### src/rtl/sad_defs.sv
// -----------------------------------------------------------------------------
// sad_defs: shared definitions for the SAD datapath front end.
//   PIX_W        - pixel width (unsigned samples)
//   SUM_W        - running-sum / SAD width
//   sad_state_e  - control FSM encoding shared with any future parallel-lane SAD
// -----------------------------------------------------------------------------
package sad_defs;

  localparam int PIX_W = 8;
  localparam int SUM_W = 32;

  typedef enum logic [1:0] {
    S_IDLE  = 2'd0,
    S_ACCUM = 2'd1,
    S_DRAIN = 2'd2,
    S_DONE  = 2'd3
  } sad_state_e;

endpackage : sad_defs

### src/rtl/sad_absdiff.sv
// -----------------------------------------------------------------------------
// sad_absdiff: combinational unsigned absolute difference |a - b|.
// The larger operand is always the minuend, so the result never wraps.
//   a, b  in  [PIX_W-1:0]  unsigned pixels
//   diff  out [PIX_W-1:0]  |a - b|
// -----------------------------------------------------------------------------
module sad_absdiff
  import sad_defs::*;
(
  input  logic [PIX_W-1:0] a,
  input  logic [PIX_W-1:0] b,
  output logic [PIX_W-1:0] diff
);

  always_comb begin
    diff = (a >= b) ? (a - b) : (b - a);
  end

endmodule : sad_absdiff

### src/rtl/sad_accumulator.sv
// -----------------------------------------------------------------------------
// sad_accumulator: sequential front end of the SAD datapath.
//
// Accepts BLOCK_PIXELS pixel pairs over valid/ready, registers |a-b| (stage 1),
// feeds it with the running sum to the external combinational adder, and
// captures the adder result back into the sum register (stage 2). When the
// block is complete the final SAD is published on sad with a one-cycle
// sad_valid strobe.
//
// Ports:
//   clk        in   system clock, rising edge
//   rst        in   synchronous, active-high reset
//   start      in   begin a new block; honoured only in IDLE
//   pix_a      in   [7:0]  current-block pixel
//   pix_b      in   [7:0]  reference-block pixel
//   in_valid   in   pix_a/pix_b valid
//   in_ready   out  a pair is accepted this cycle when in_valid is also high
//   abs_out    out  [7:0]  registered |pix_a-pix_b|, to the adder
//   sum_out    out  [31:0] running-sum register, to the adder
//   adder_in   in   [31:0] adder result (abs_out + sum_out)
//   busy       out  high in ACCUM and DRAIN
//   sad_valid  out  one-cycle strobe, sad is final
//   sad        out  [31:0] last completed SAD, held until the next completion
//   sad_ovf    out  (SAD_SAT_EN only) block saturated; valid with sad
//
// Build option: define SAD_SAT_EN to saturate the running sum at 32'hFFFF_FFFF
// instead of wrapping, and to expose sad_ovf.
// -----------------------------------------------------------------------------
module sad_accumulator
  import sad_defs::*;
#(
  parameter int BLOCK_PIXELS = 256,
  parameter int CNT_W        = 16
) (
  input  logic             clk,
  input  logic             rst,
  input  logic             start,
  input  logic [PIX_W-1:0] pix_a,
  input  logic [PIX_W-1:0] pix_b,
  input  logic             in_valid,
  output logic             in_ready,
  output logic [PIX_W-1:0] abs_out,
  output logic [SUM_W-1:0] sum_out,
  input  logic [SUM_W-1:0] adder_in,
  output logic             busy,
  output logic             sad_valid,
  output logic [SUM_W-1:0] sad
`ifdef SAD_SAT_EN
  ,
  output logic             sad_ovf
`endif
);

  // Elaboration-time parameter sanity.
  if (BLOCK_PIXELS < 1 || BLOCK_PIXELS > 65535) begin : g_bad_block
    $error("sad_accumulator: BLOCK_PIXELS must be in 1..65535");
  end
  if ((64'd1 << CNT_W) <= 64'(BLOCK_PIXELS)) begin : g_bad_cnt_w
    $error("sad_accumulator: 2**CNT_W must exceed BLOCK_PIXELS");
  end

  // count_q holds the number of pairs already accepted, so the final pair is
  // the one that arrives while count_q equals BLOCK_PIXELS-1.
  localparam logic [CNT_W-1:0] LAST_IDX = CNT_W'(BLOCK_PIXELS - 1);

  sad_state_e       state_q,     state_d;
  logic [CNT_W-1:0] count_q,     count_d;
  logic [PIX_W-1:0] abs_q,       abs_d;
  logic             abs_v_q,     abs_v_d;
  logic [SUM_W-1:0] sum_q,       sum_d;
  logic [SUM_W-1:0] sad_q,       sad_d;
  logic             sad_valid_q, sad_valid_d;
  logic             in_ready_q,  in_ready_d;
  logic             busy_q,      busy_d;
`ifdef SAD_SAT_EN
  logic             ovf_q,       ovf_d;
  logic             sad_ovf_q,   sad_ovf_d;
`endif

  logic             accept;
  logic [PIX_W-1:0] abs_now;

  sad_absdiff u_absdiff (
    .a    (pix_a),
    .b    (pix_b),
    .diff (abs_now)
  );

  always_comb begin
    // NOTE: every variable written here gets a default first; a path that
    // leaves one unassigned would infer a latch.
    state_d     = state_q;
    count_d     = count_q;
    abs_d       = abs_q;
    abs_v_d     = 1'b0;
    sum_d       = sum_q;
    sad_d       = sad_q;
    sad_valid_d = 1'b0;
`ifdef SAD_SAT_EN
    ovf_d       = ovf_q;
    sad_ovf_d   = sad_ovf_q;
`endif

    // in_ready_q is high exactly in ACCUM, so it doubles as the accept gate.
    accept = in_ready_q && in_valid;

    // Stage 1: register the absolute difference; abs_out holds otherwise.
    if (accept) begin
      abs_d   = abs_now;
      abs_v_d = 1'b1;
      count_d = count_q + 1'b1;
    end

    // Stage 2: the adder result is taken only behind a fresh abs, so a stale
    // abs_out is never accumulated twice.
    if (abs_v_q) begin
`ifdef SAD_SAT_EN
      // An unsigned add that wraps yields a result below the old sum. Once
      // saturated, any non-zero abs wraps again and zero abs leaves all-ones,
      // so the sum stays pinned for the rest of the block.
      if (adder_in < sum_q) begin
        sum_d = '1;
        ovf_d = 1'b1;
      end else begin
        sum_d = adder_in;
      end
`else
      sum_d = adder_in;
`endif
    end

    unique case (state_q)
      S_IDLE: begin
        if (start) begin
          state_d = S_ACCUM;
          sum_d   = '0;
          count_d = '0;
          abs_v_d = 1'b0;
`ifdef SAD_SAT_EN
          ovf_d     = 1'b0;
          sad_ovf_d = 1'b0;
`endif
        end
      end
      S_ACCUM: begin
        if (accept && (count_q == LAST_IDX)) begin
          state_d = S_DRAIN;
        end
      end
      S_DRAIN: begin
        // First DRAIN cycle still has the final abs in flight; once abs_v_q
        // drops the sum is final. The result is loaded on entry to DONE so
        // sad and sad_valid are presented together during DONE.
        if (!abs_v_q) begin
          state_d     = S_DONE;
          sad_d       = sum_q;
          sad_valid_d = 1'b1;
`ifdef SAD_SAT_EN
          sad_ovf_d   = ovf_q;
`endif
        end
      end
      S_DONE: begin
        // start is deliberately not examined here; it is not queued.
        state_d = S_IDLE;
      end
      default: state_d = S_IDLE;
    endcase

    // Handshake/status outputs are decoded from the next state and registered.
    in_ready_d = (state_d == S_ACCUM);
    busy_d     = (state_d == S_ACCUM) || (state_d == S_DRAIN);
  end

  always_ff @(posedge clk) begin
    // NOTE: sequential state uses non-blocking assignments only, so every flop
    // samples the pre-edge values regardless of statement order.
    if (rst) begin
      state_q     <= S_IDLE;
      count_q     <= '0;
      abs_q       <= '0;
      abs_v_q     <= 1'b0;
      sum_q       <= '0;
      sad_q       <= '0;
      sad_valid_q <= 1'b0;
      in_ready_q  <= 1'b0;
      busy_q      <= 1'b0;
`ifdef SAD_SAT_EN
      ovf_q       <= 1'b0;
      sad_ovf_q   <= 1'b0;
`endif
    end else begin
      state_q     <= state_d;
      count_q     <= count_d;
      abs_q       <= abs_d;
      abs_v_q     <= abs_v_d;
      sum_q       <= sum_d;
      sad_q       <= sad_d;
      sad_valid_q <= sad_valid_d;
      in_ready_q  <= in_ready_d;
      busy_q      <= busy_d;
`ifdef SAD_SAT_EN
      ovf_q       <= ovf_d;
      sad_ovf_q   <= sad_ovf_d;
`endif
    end
  end

  assign in_ready  = in_ready_q;
  assign abs_out   = abs_q;
  assign sum_out   = sum_q;
  assign busy      = busy_q;
  assign sad_valid = sad_valid_q;
  assign sad       = sad_q;
`ifdef SAD_SAT_EN
  assign sad_ovf   = sad_ovf_q;
`endif

endmodule : sad_accumulator

### config.mk
export PLATFORM = sky130hd
export DESIGN_NAME = sad_accumulator
export DESIGN_NICKNAME = d
export VERILOG_FILES = /design/src/rtl/sad_defs.sv /design/src/rtl/sad_absdiff.sv /design/src/rtl/sad_accumulator.sv
export SDC_FILE = /design/constraint.sdc
export NUM_CORES = 1
export LEC_CHECK = 0
export BUFFER_PORTS_ARGS = -buffer_cell sky130_fd_sc_hd__clkbuf_2
export CORE_ASPECT_RATIO = 1.1
export CORE_UTILIZATION = 35
export CTS_CLUSTER_DIAMETER = 120
export CTS_CLUSTER_SIZE = 30
export DETAILED_ROUTE_END_ITERATION = 8
export GPL_ROUTABILITY_DRIVEN = 0
export GPL_TIMING_DRIVEN = 0
export PLACE_DENSITY = 0.54
export SYNTH_ARGS = -nofsm -noshare
export SYNTH_HDL_FRONTEND = slang
export SYNTH_SLANG_ARGS = --single-unit
### constraint.sdc
create_clock -name clk -period 4.39 [get_ports clk]
set_clock_uncertainty 0.1 [all_clocks]
set_input_delay 0.6585 -clock clk [delete_from_list [all_inputs] [get_ports clk]]
set_output_delay 0.6585 -clock clk [all_outputs]
set_load 0.05 [all_outputs]
Word level (Yosys, flattened, before mapping)
Cells that the tools add are included.
{ "totals": {"ff_bits": 94, "elab_cells": 42, "out_inout_bits": 75} }
{ "op_classes": {"muxes": 15, "bitwise_logic": 2, "magnitude_cmp": 1, "eq_ne": 6, "reduce_logical": 6, "add_sub_neg": 3} }
{ "op_table": {"columns": ["cell", "n"], "rows": [
  ["$mux W32", 3],
  ["$mux W16", 3],
  ["$add A16 B1 Y16 const B", 1],
  ["$eq A16 B8 Y1 const B", 1],
  ["$sub A8 B8 Y8", 2],
  ["$ge A8 B8 Y1", 1],
  ["$mux W8", 1],
  ["$pmux W2 S4", 1],
  ["$eq A2 B2 Y1 const B", 3],
  ["$mux W2", 3],
  ["$eq A2 B1 Y1 const B", 2],
  ["$mux W1", 4],
  ["$logic_and A1 B1 Y1", 2],
  ["$logic_not A2 Y1", 1],
  ["$not A1 Y1", 2],
  ["$reduce_and A2 Y1", 1],
  ["$reduce_or A2 Y1", 1],
  ["$logic_or A1 B1 Y1", 1]
]} }

Depth between registers and ports, before layout
Gate-level depths: netlist (run 1).
{ "depth": {"depth_word": 6, "mapped_depth": 8} }

Hierarchy
From an unflattened synthesis (run 1), not the netlist that was laid out.
{ "unflattened": {"hier_cells": 396, "hier_area_um2": 3920.0} }
{ "by_module_without_submodules": {"columns": ["module", "cells_each", "area_per_inst_um2", "seq_area_each_um2", "instances"], "rows": [
  ["sad_accumulator", 315, 3268.1, 1881.8, 1],
  ["sad_absdiff", 81, 651.9, 0.0, 1]
]} }

Least setup slack after synthesis (run 1)
No wires, ideal clock.
{ "synth_timing": {"path_kind": "input-to-reg", "from": "input port pix_a[0]", "to": "register abs_q[6] (netlist: abs_out[6])", "slack_ns": 1.858, "path_stages": 8, "arrival_ns": 2.353, "setup_ns": 0.080, "cell_sequence": "inv_1 > ha_1 > fa_1 > nand3b_1 > a31oi_4 > nor4_4 > a221o_1 > a211oi_2"} }
{ "synth_between": {"elab_chain_cells": 2, "elab_cells_between_ends": 4, "classes_between": "2 x add/sub; 1 x order compare; 1 x mux"} }
{ "synth_lines": {"columns": ["element", "line_no", "rtl"], "rows": [
  ["start: declaration", "sad_accumulator.sv:38", "input logic [PIX_W-1:0] pix_a,"],
  ["$sub A8 B8 Y8 or $ge A8 B8 Y1 (tied branches)", "sad_absdiff.sv:16", "diff = (a >= b) ? (a - b) : (b - a);"],
  ["$mux W8 *", "sad_absdiff.sv:16", null],
  ["end signal: assignment", "sad_accumulator.sv:195", "abs_q <= abs_d;"],
  ["end: declaration", "sad_accumulator.sv:68", "logic [PIX_W-1:0] abs_q, abs_d;"]
]} }
Mark *: on every way between the ends. The rest lies on a longest branch, timed or not.
A chain may end at the register's enable or synchronous reset.

Worst setup path after layout (run 1)
{ "layout_timing": {"from": "input port pix_a[0]", "to": "register abs_q[3] (netlist: abs_out[3])"} }
The elaborated chain is that of the path after synthesis.

==> metrics.cfg, run 1 <==
[flow_run]
drv_cap = 0

[logic_synthesis]
synthTopCellsByCount = dfxtp_1 (94), nor2_1 (63), a22o_1 (32), mux2i_1 (32), inv_1 (20)
synth_cells = 398
synth_edf_count = 0
synth_most_common_cell = dfxtp_1
synth-main-ff-cell = dfxtp_1
syn-mean-instance-area_um2 = 10.20
synth_largest_area_cell = dfxtp_1
netlist.area_leader.share_pct = 46.35
synth_warnings = 0
synth_area_leaders = dfxtp_1 (46%), mux2i_1 (7.9%), a22o_1 (6.9%)
synth_cell_types = 45
synth-async-reset-ratio_pct = 0
ys_seq_area_share_pct = 46.35
ys_ff_latch = 94
syn_nets = 469
synthesis.area_um2 = 4060

[global_routing]
grt_start_max_net_pins = 17
grt_pass1_vias = 3292
grtUsageTotal_pct = 17.08
grt.overflow.total = 0
antenna_found_initial = 0
grt_first_pass_wirelength_um = 16210

[cts]
clock_path_buffers = 2
post_cts_buffers = 0
cts_resized = 0
htreeDepth = 3
clkTransAtPathRegs_ns = 0.07
tritoncts = built
cts-hold-fix-buffers = 0
cts_inserted_buffers = 9
clk-insertion-delay-late_ns = 0.34
clkSinkCount = 94
root_buffer = clkbuf_16

[min_path]
hp-class = reg2reg

[power]
finalPower_uw = 1958
peakVddDrop_mv = 0.1575
p_leak_uw = 0.002266
power.density_nw_per_um2 = 376.1

[critical_path]
worstSetupEndpointType = flip-flop
required_ns = 4.55
cp_max_fo = 6
crit_path_start_kind = input port
critical_path_class = in2reg
cp.arrival_ns = 2.65

[floorplan]
die_h_um = 115.0
die_area_um2 = 12040
core_area_um2 = 11110
ios = 127
initial_core_util_pct = 36.54
num_rows = 40
die_x_um = 104.7

[route]
antenna_left = 0
firstDrtPassIters = 4
drt_iter0_markers = 126
via_per_inst = 4.937
drcViolationCount = 0
wl_um = 9870
dr_total_vias = 3392
wl_per_cell_um = 14.37

[sta]
hold_viol_final = 0
fin_crit_sh_pct = 56.80
maxSlewViolCount = 0
fmax_mhz = 401.1
min_period_ns = 2.493
fin_tns_setup_ns = 0
worst_pin_slew_ns = 0.5945
relSlewSlack_pct = 60.37
setup_viol_count_final = 0
rsz0062_at_grt = false

[layout]
antenna_cells = 0
drive_gt1_share_pct = 31.48
area_growth_pct = 28.23
nNetsFinal = 606

[run_status]
status = completed

[placement]
port_buffers = 126
dp_hpwl_um = 7475

==> cell type report <==
| cell class | instances | area, um2 |
|---|---|---|
| Fill cell | 1130 | 5904 |
| Buffer | 22 | 107.6 |
| Timing Repair Buffer | 126 | 630.6 |
| Inverter | 20 | 75.07 |
| Clock inverter | 6 | 92.59 |
| Tap cell | 147 | 183.9 |
| Clock buffer | 10 | 239.0 |
| Multi-Input combinational cell | 262 | 1996 |
| Sequential cell | 94 | 1882 |
==> stage by stage <==
stage	hold WS (ns)	utilization (%)	cell area [um2]	setup WS, ns	instances
after floorplan	0.3667	-	4060	1.858	398
after global placement	0.3522	43.87	4875	1.589	671
after detailed placement	0.3576	43.87	4875	1.584	671
after CTS	0.3759	46.86	5206	1.933	687
after global routing	0.3974	46.86	5206	1.784	687
final	0.3736	46.86	5206	1.897	687
==> power by group <==
part	switching [uW]	internal, uW	total, uW
Clock	341	520	861
Sequential	8.39	863	872
Combinational	144	81.1	226
==> sequential cells by signal, indices dropped and copies added, names as in the netlist <==
register,flops
busy,1
count_q,16
sad,32
sad_valid,1
abs_v_q,1
abs_out,8
in_ready,1
sum_out,32
state_q,2
==> worst paths after layout <==
check                           startpoint         end  slack [ns]  cells past startpoint
worst min-delay path            abs_out[1]  abs_out[1]        0.37                      2
worst max register to register  count_q[0]        busy        2.26                      8
worst max-delay path              pix_a[0]  abs_out[3]        1.90                      9
worst min register to register  abs_out[1]  abs_out[1]        0.37                      2
==> cell usage in the layout, fill, tap and decap left out, drive strengths merged, types with 3 or more instances in the layout <==
cell type  count
nor2          63
a21o           5
mux2i         32
buf           11
a211oi         9
a221o          6
ha            17
nand3          5
nand2b         3
a22o          32
o221ai         6
a31oi          7
dfxtp         94
a21oi          9
inv           22
nor2b          3
nand2         12
nand4          7
xor2           9
and3           4
nor4           7
o21ai          6
clkbuf       147
xnor2          6
==> cells by family (layout without fill, tap and decap cells) <==
logic type,Yosys count,after routing,synth area share (%)
adder cells (fa/ha/maj),19,19,6.225
AND/OR/NAND/NOR,110,110,13.19
buffers and inverters,42,184,4.499
flip-flops,94,94,46.35
multiplexers,32,32,7.889
XOR/XNOR,15,15,3.236
AO/OA/AOI/OAI,86,86,18.61
==> metal layers <==
layer  vias up  wire (um)  track usage, %
met5         -          0               0
met4         0        131           6.479
li1       1703          -               -
met2        92       4507           28.52
met1      1586       4845           21.91
met3        11        385           3.401
==> worst max-delay path, cell delays in order <==
cell and delay [ns]:
clkbuf_2 0.09, inv_1 0.04, ha_1 0.20, fa_1 0.42, nand3b_1 0.26, a31o_2 0.28
nand4_1 0.26, o221ai_1 0.20, a211oi_2 0.25
Power figures use the tool's default switching activity.
==> inputs of run 2 (changes only) <==
--- a/config.mk
+++ b/config.mk
@@ -5,6 +5,7 @@
 export SDC_FILE = /design/constraint.sdc
 export NUM_CORES = 1
 export LEC_CHECK = 0
+export ABC_AREA = 1
 export BUFFER_PORTS_ARGS = -buffer_cell sky130_fd_sc_hd__clkbuf_2
 export CORE_ASPECT_RATIO = 1.1
 export CORE_UTILIZATION = 35
==> constraint.sdc (replaced) <==
create_clock -name clk -period 2.4 [get_ports clk]
set_clock_uncertainty 0.1 [all_clocks]
set_input_delay 0.36 -clock clk [delete_from_list [all_inputs] [get_ports clk]]
set_output_delay 0.36 -clock clk [all_outputs]
set_load 0.05 [all_outputs]
==> run 2 against run 1 <==
Sequential power up 83%. Die area up 6.6%. Worst setup slack worse by 1.5 ns. Combinational power up 90%. Via count up 23%. Non-clock buffer count up 1. Flip-flop and latch count unchanged. Synthesized cell count up 52%. Sequential share of layout area down 1.5 points. First-iteration DRC count up 79%. Critical endpoint is now busy. Largest power group unchanged. Clock power up 56%. Count of clock-buffer cells in the layout up 2.
==> metrics.cfg, run 2 <==
[layout]
drive_gt1_share_pct = 23.83
nFillCells = 1307
nNetsFinal = 813
final_area_um2 = 5435
layout_common_cells = nand2_1 (175), clkbuf_2 (126), dfxtp_1 (94)
area_growth_pct = 25.40
final_common_cell = nand2_1
antenna_cells = 0

[logic_synthesis]
ys_seq_area_share_pct = 43.42
synthTopCellsByCount = nand2_1 (175), dfxtp_1 (94), inv_1 (59), nand3_1 (58), a21oi_1 (50)
synth_warnings = 0
yosys.area_share.simple_pct = 31.18
synth_largest_area_cell = dfxtp_1
syn-mean-instance-area_um2 = 7.164
synth_edf_count = 0
synth-main-ff-cell = dfxtp_1
ys_ff_latch = 94
synth_most_common_cell = nand2_1
synthXorXnorAreaFrac_pct = 1.819
synth_mux_area_share_pct = 0
synth_cell_types = 36
netlist.area_leader.share_pct = 43.42
synth-async-reset-ratio_pct = 0
synth-adder-area-share_pct = 5.831
synth_compound_area_share_pct = 8.891
synth_top_family_by_area = simple AND/OR/NAND/NOR gates
synth_cells = 605
synth_area_leaders = dfxtp_1 (43%), nand2_1 (15%), nand3_1 (6.7%)
syn_nets = 676
synthesis.area_um2 = 4334

[floorplan]
num_rows = 42
die_x_um = 108.1
core_area_um2 = 12030
die_area_um2 = 12830
ios = 127
die_h_um = 118.7
initial_core_util_pct = 36.02

[sta]
maxSlewViolCount = 0
worst_pin_slew_ns = 0.5158
fin_tns_setup_ns = 0
min_period_ns = 1.985
setup_viol_count_final = 0
hold_viol_final = 0
fmax_mhz = 503.8
fin_ws_ns = 0.4153
rsz0062_at_grt = false
relSlewSlack_pct = 65.61
fin_crit_sh_pct = 82.70

[placement]
dp_slack_ns = 0.2258
port_buffers = 126
dpl-instance-area_um2 = 5157
dp_hpwl_um = 8608

[route]
via_per_inst = 4.646
antenna_left = 0
wl_um = 11110
wl_per_cell_um = 12.33
drcViolationCount = 0
dr_total_vias = 4186
drt_iter0_markers = 225
firstDrtPassIters = 4

[global_routing]
grt_start_max_net_pins = 16
grt.overflow.total = 0
grt_pass1_vias = 3838
grtUsageTotal_pct = 17.93
antenna_found_initial = 0
grt_first_pass_wirelength_um = 17840

[critical_path]
crit_path_start_kind = flip-flop
cp_max_fo = 3
critical_path_class = reg2reg
cp.arrival_ns = 2.16
worstSetupEndpointType = flip-flop
required_ns = 2.58

[power]
power.density_nw_per_um2 = 619.0
clock_power_share_pct = 39.8
p_leak_uw = 0.002641
power.share.combinational_pct = 12.8
intPower_uw = 2455
peakVddDrop_mv = 0.3339
seq_power_share_pct = 47.4
p_sw_uw = 909.2
swShare_pct = 27.02

[min_path]
hp-class = in2reg

[cts]
cts-hold-fix-buffers = 0
clk-insertion-delay-late_ns = 0.35
tritoncts = built
clkSinkCount = 94
htreeDepth = 3
clock_path_buffers = 2
root_buffer = clkbuf_16
clkTransAtPathRegs_ns = 0.07
cts_resized = 0
post_cts_buffers = 0
cts_inserted_buffers = 9

[flow_run]
drv_cap = 0

[run_status]
status = completed

[run 2: path summary, 6_finish.rpt]
path                 from           to  slack (ns)  cells past startpoint
max            count_q[0]         busy        0.42                      8
min          adder_in[31]  sum_out[31]        0.14                      3
max reg2reg    count_q[0]         busy        0.42                      8
min reg2reg    sum_out[1]       sad[1]        0.36                      2
[run 2: layout make-up]
type	count	area (um2)	area share, %
well taps	154	192.7	3.545
plain buffers	23	100.1	1.842
inverters	75	284.0	5.226
clock inverters	4	31.28	0.5755
multi-input cells	413	2068	38.05
flip-flops and latches	94	1882	34.62
clock buffers	12	246.5	4.535
repair buffers	126	630.6	11.60
[run 2: per-layer routing]
layer | GRT usage [%] | up-vias | routed length (um)
li1 | - | 2193 | -
met1 | 22.74 | 1871 | 5256
met2 | 29.26 | 111 | 5103
met3 | 3.420 | 11 | 558
met4 | 7.705 | 0 | 191
met5 | 0 | - | 0
[run 2: logic make-up after synthesis]
| family | Yosys count |
|---|---|
| fa+ha+maj | 19 |
| flops | 94 |
| compound gates | 74 |
| buf+inv | 98 |
| xor+xnor | 9 |
| simple gates | 311 |
[run 2: per-stage QoR]
stage                     cells  power (uW)  util (%)  hold slack (ns)
after detailed placement    885        2062     42.86           0.3569
after global routing        901        3526     45.17           0.1391
after floorplan             605        1925         -           0.3434
after CTS                   901        3413     45.17           0.1304
final                       901        3365     45.17           0.1406
after global placement      885        2058     42.86           0.3548
[run 2: power by group through the flow]
stage	logic, uW	clock network [uW]	registers [uW]
floorplan	235	0	1690
global placement	427	0	1630
detailed placement	430	0	1630
CTS	433	1380	1600
global route	486	1440	1600
finish	430	1340	1600
[run 2: worst max-delay path, stage by stage, from the launching register on]
cell and delay (ns):
dfxtp_1 0.38, ha_1 0.20, nand3_1 0.11, nor2_1 0.19, nand2_1 0.13, o31ai_1 0.30
nand2_1 0.10, ha_1 0.32, nor2_1 0.11
==> inputs of run 3 (changes only) <==
==> constraint.sdc (replaced) <==
create_clock -name clk -period 1.96 [get_ports clk]
set_clock_uncertainty 0.1 [all_clocks]
set_input_delay 0.294 -clock clk [delete_from_list [all_inputs] [get_ports clk]]
set_output_delay 0.294 -clock clk [all_outputs]
set_load 0.05 [all_outputs]
==> run 3 against run 2 <==
Fmax is 11% higher. Largest cell class unchanged. Worst hold slack worse by 0.061 ns. Critical endpoint unchanged. Wire length is 1.5% higher. Count of clock-buffer cells in the layout is 1 lower. Utilization is 0.53 points higher. Die area stayed put. Worst setup slack worse by 0.24 ns. Total power is 25% higher.
==> metrics.cfg, run 3 (synthesized netlist as in run 2, its figures left out) <==
[critical_path]
worstSetupEndpointType = flip-flop
crit_start = count_q[1]
regToRegEndpoint = busy
critical_path_buf_inv_count = 1
r2r_cells = 10
critical_path_class = reg2reg
r2r_slack_ns = 0.18
slowest_delay_ns = 0.37
critical-path-top-delay-family = simple AND/OR/NAND/NOR gates
crit_top_cell = nand2_1
cp_cell_sequence = ha_4 > nand3_1 > nor2_2 > nand2_2 > nor3_2 > nand2_1 > nand2_1 > inv_2 > ha_1 > nor2_1
cp_slowest_cell = dfxtp_2
cp_max_fo = 3
required_ns = 2.07
r2r_start = count_q[1]
crit_path_start_kind = flip-flop
cp.arrival_ns = 1.90

[min_path]
whs_endpoint = sum_out[7]
hold_depth = 3
hp-class = in2reg
hold_start = adder_in[7]

[layout]
final_area_um2 = 5499
layout_common_cells = nand2_1 (174), clkbuf_2 (126), dfxtp_1 (91)
nFillCells = 1246
drive_gt1_share_pct = 25.40
antenna_cells = 0
final_util_pct = 45.70
final_common_cell = nand2_1
nNetsFinal = 814
area_growth_pct = 26.88

[floorplan]
die_h_um = 118.7
core_area_um2 = 12030
num_rows = 42
ios = 127
die_x_um = 108.1
initial_core_util_pct = 36.02
die_area_um2 = 12830

[placement]
port_buffers = 126
dp_hpwl_um = 8613
dpl-instance-area_um2 = 5159

[global_routing]
grt_pass1_vias = 3890
grt.overflow.total = 0
grt_start_max_net_pins = 17
antenna_found_initial = 0
grtUsageTotal_pct = 18.45
grt_first_pass_wirelength_um = 18540

[sta]
fmax_mhz = 560.3
hold_viol_final = 0
rsz0062_at_grt = false
maxSlewViolCount = 0
worst_pin_slew_ns = 0.5054
fin_crit_sh_pct = 91.05
relSlewSlack_pct = 66.31
setup_viol_count_final = 0
min_period_ns = 1.785
fin_tns_setup_ns = 0
hold_slack_ns = 0.07908

[power]
finalPower_uw = 4190
peakVddDrop_mv = 0.4916
p_leak_uw = 0.002664
power.density_nw_per_um2 = 761.9

[route]
dr_total_vias = 4211
wl_um = 11280
antenna_left = 0
drcViolationCount = 0
wl_per_cell_um = 12.51
via_per_inst = 4.669
firstDrtPassIters = 4
drt_iter0_markers = 261

[cts]
tritoncts = built
root_buffer = clkbuf_16
clkSinkCount = 94
cts_inserted_buffers = 9
clkTransAtPathRegs_ns = 0.07
clock_path_buffers = 2
htreeDepth = 3
clk-insertion-delay-late_ns = 0.34

[flow_run]
drv_cap = 0

[run_status]
status = completed

[run 3: worst max-delay path by stage]
stage	slack, ns	end	depth (start not counted)
floorplan	0.12	busy	8
finish	0.18	busy	10
global route	0.0005	busy	10
global placement	-0.13	abs_out[6]	14
CTS	0.02	busy	8
detailed placement	-0.14	abs_out[6]	14
[run 3: worst reg2reg max path: cells and delay by family (launching register included)]
kind                       cells  cell delay, ns
and+or+nand+nor                7            0.74
adders and majority gates      2            0.40
DFF                            1            0.37
buffers and inverters          1            0.04
[run 3: routing by layer]
metal  part of all wire (%)  global-route usage [%]
met5                      0                       0
met2                     46                   30.41
met4                    1.2                   5.137
met1                     47                   23.84
met3                    5.3                   4.192
[run 3: where the power goes]
part	internal, uW	switching [uW]	leakage (uW)	total (uW)
logic	174	356	0.00177	530
clock network	941	765	0.000136	1710
registers	1940	17.9	0.000760	1950
total	3050	1140	0.00266	4190
[run 3: layout make-up]
cell class,instances,area (um2),area share [%]
clock buffer,11,252.7,4.596
sequential,94,1886,34.29
inverter,75,284.0,5.165
tap,154,192.7,3.504
timing repair buffer,128,645.6,11.74
buffer,22,95.09,1.729
clock inverter,5,42.54,0.7736
multi-input combinational,413,2101,38.20
[run 3: repair_timing]
item,in CTS,in global routing
hold buffers,0,0
setup buffers,0,2
pin swaps,0,3
hold endpoints to repair,0,0
resized for setup,1,8
endpoints found under the setup margin,1,2
[run 3: per-stage QoR]
stage	cells	worst slack [ns]
finish	902	0.1754
global route	902	0.0005400
CTS	901	0.02297
detailed placement	885	-0.1362
global placement	885	-0.1320
floorplan	605	0.1157
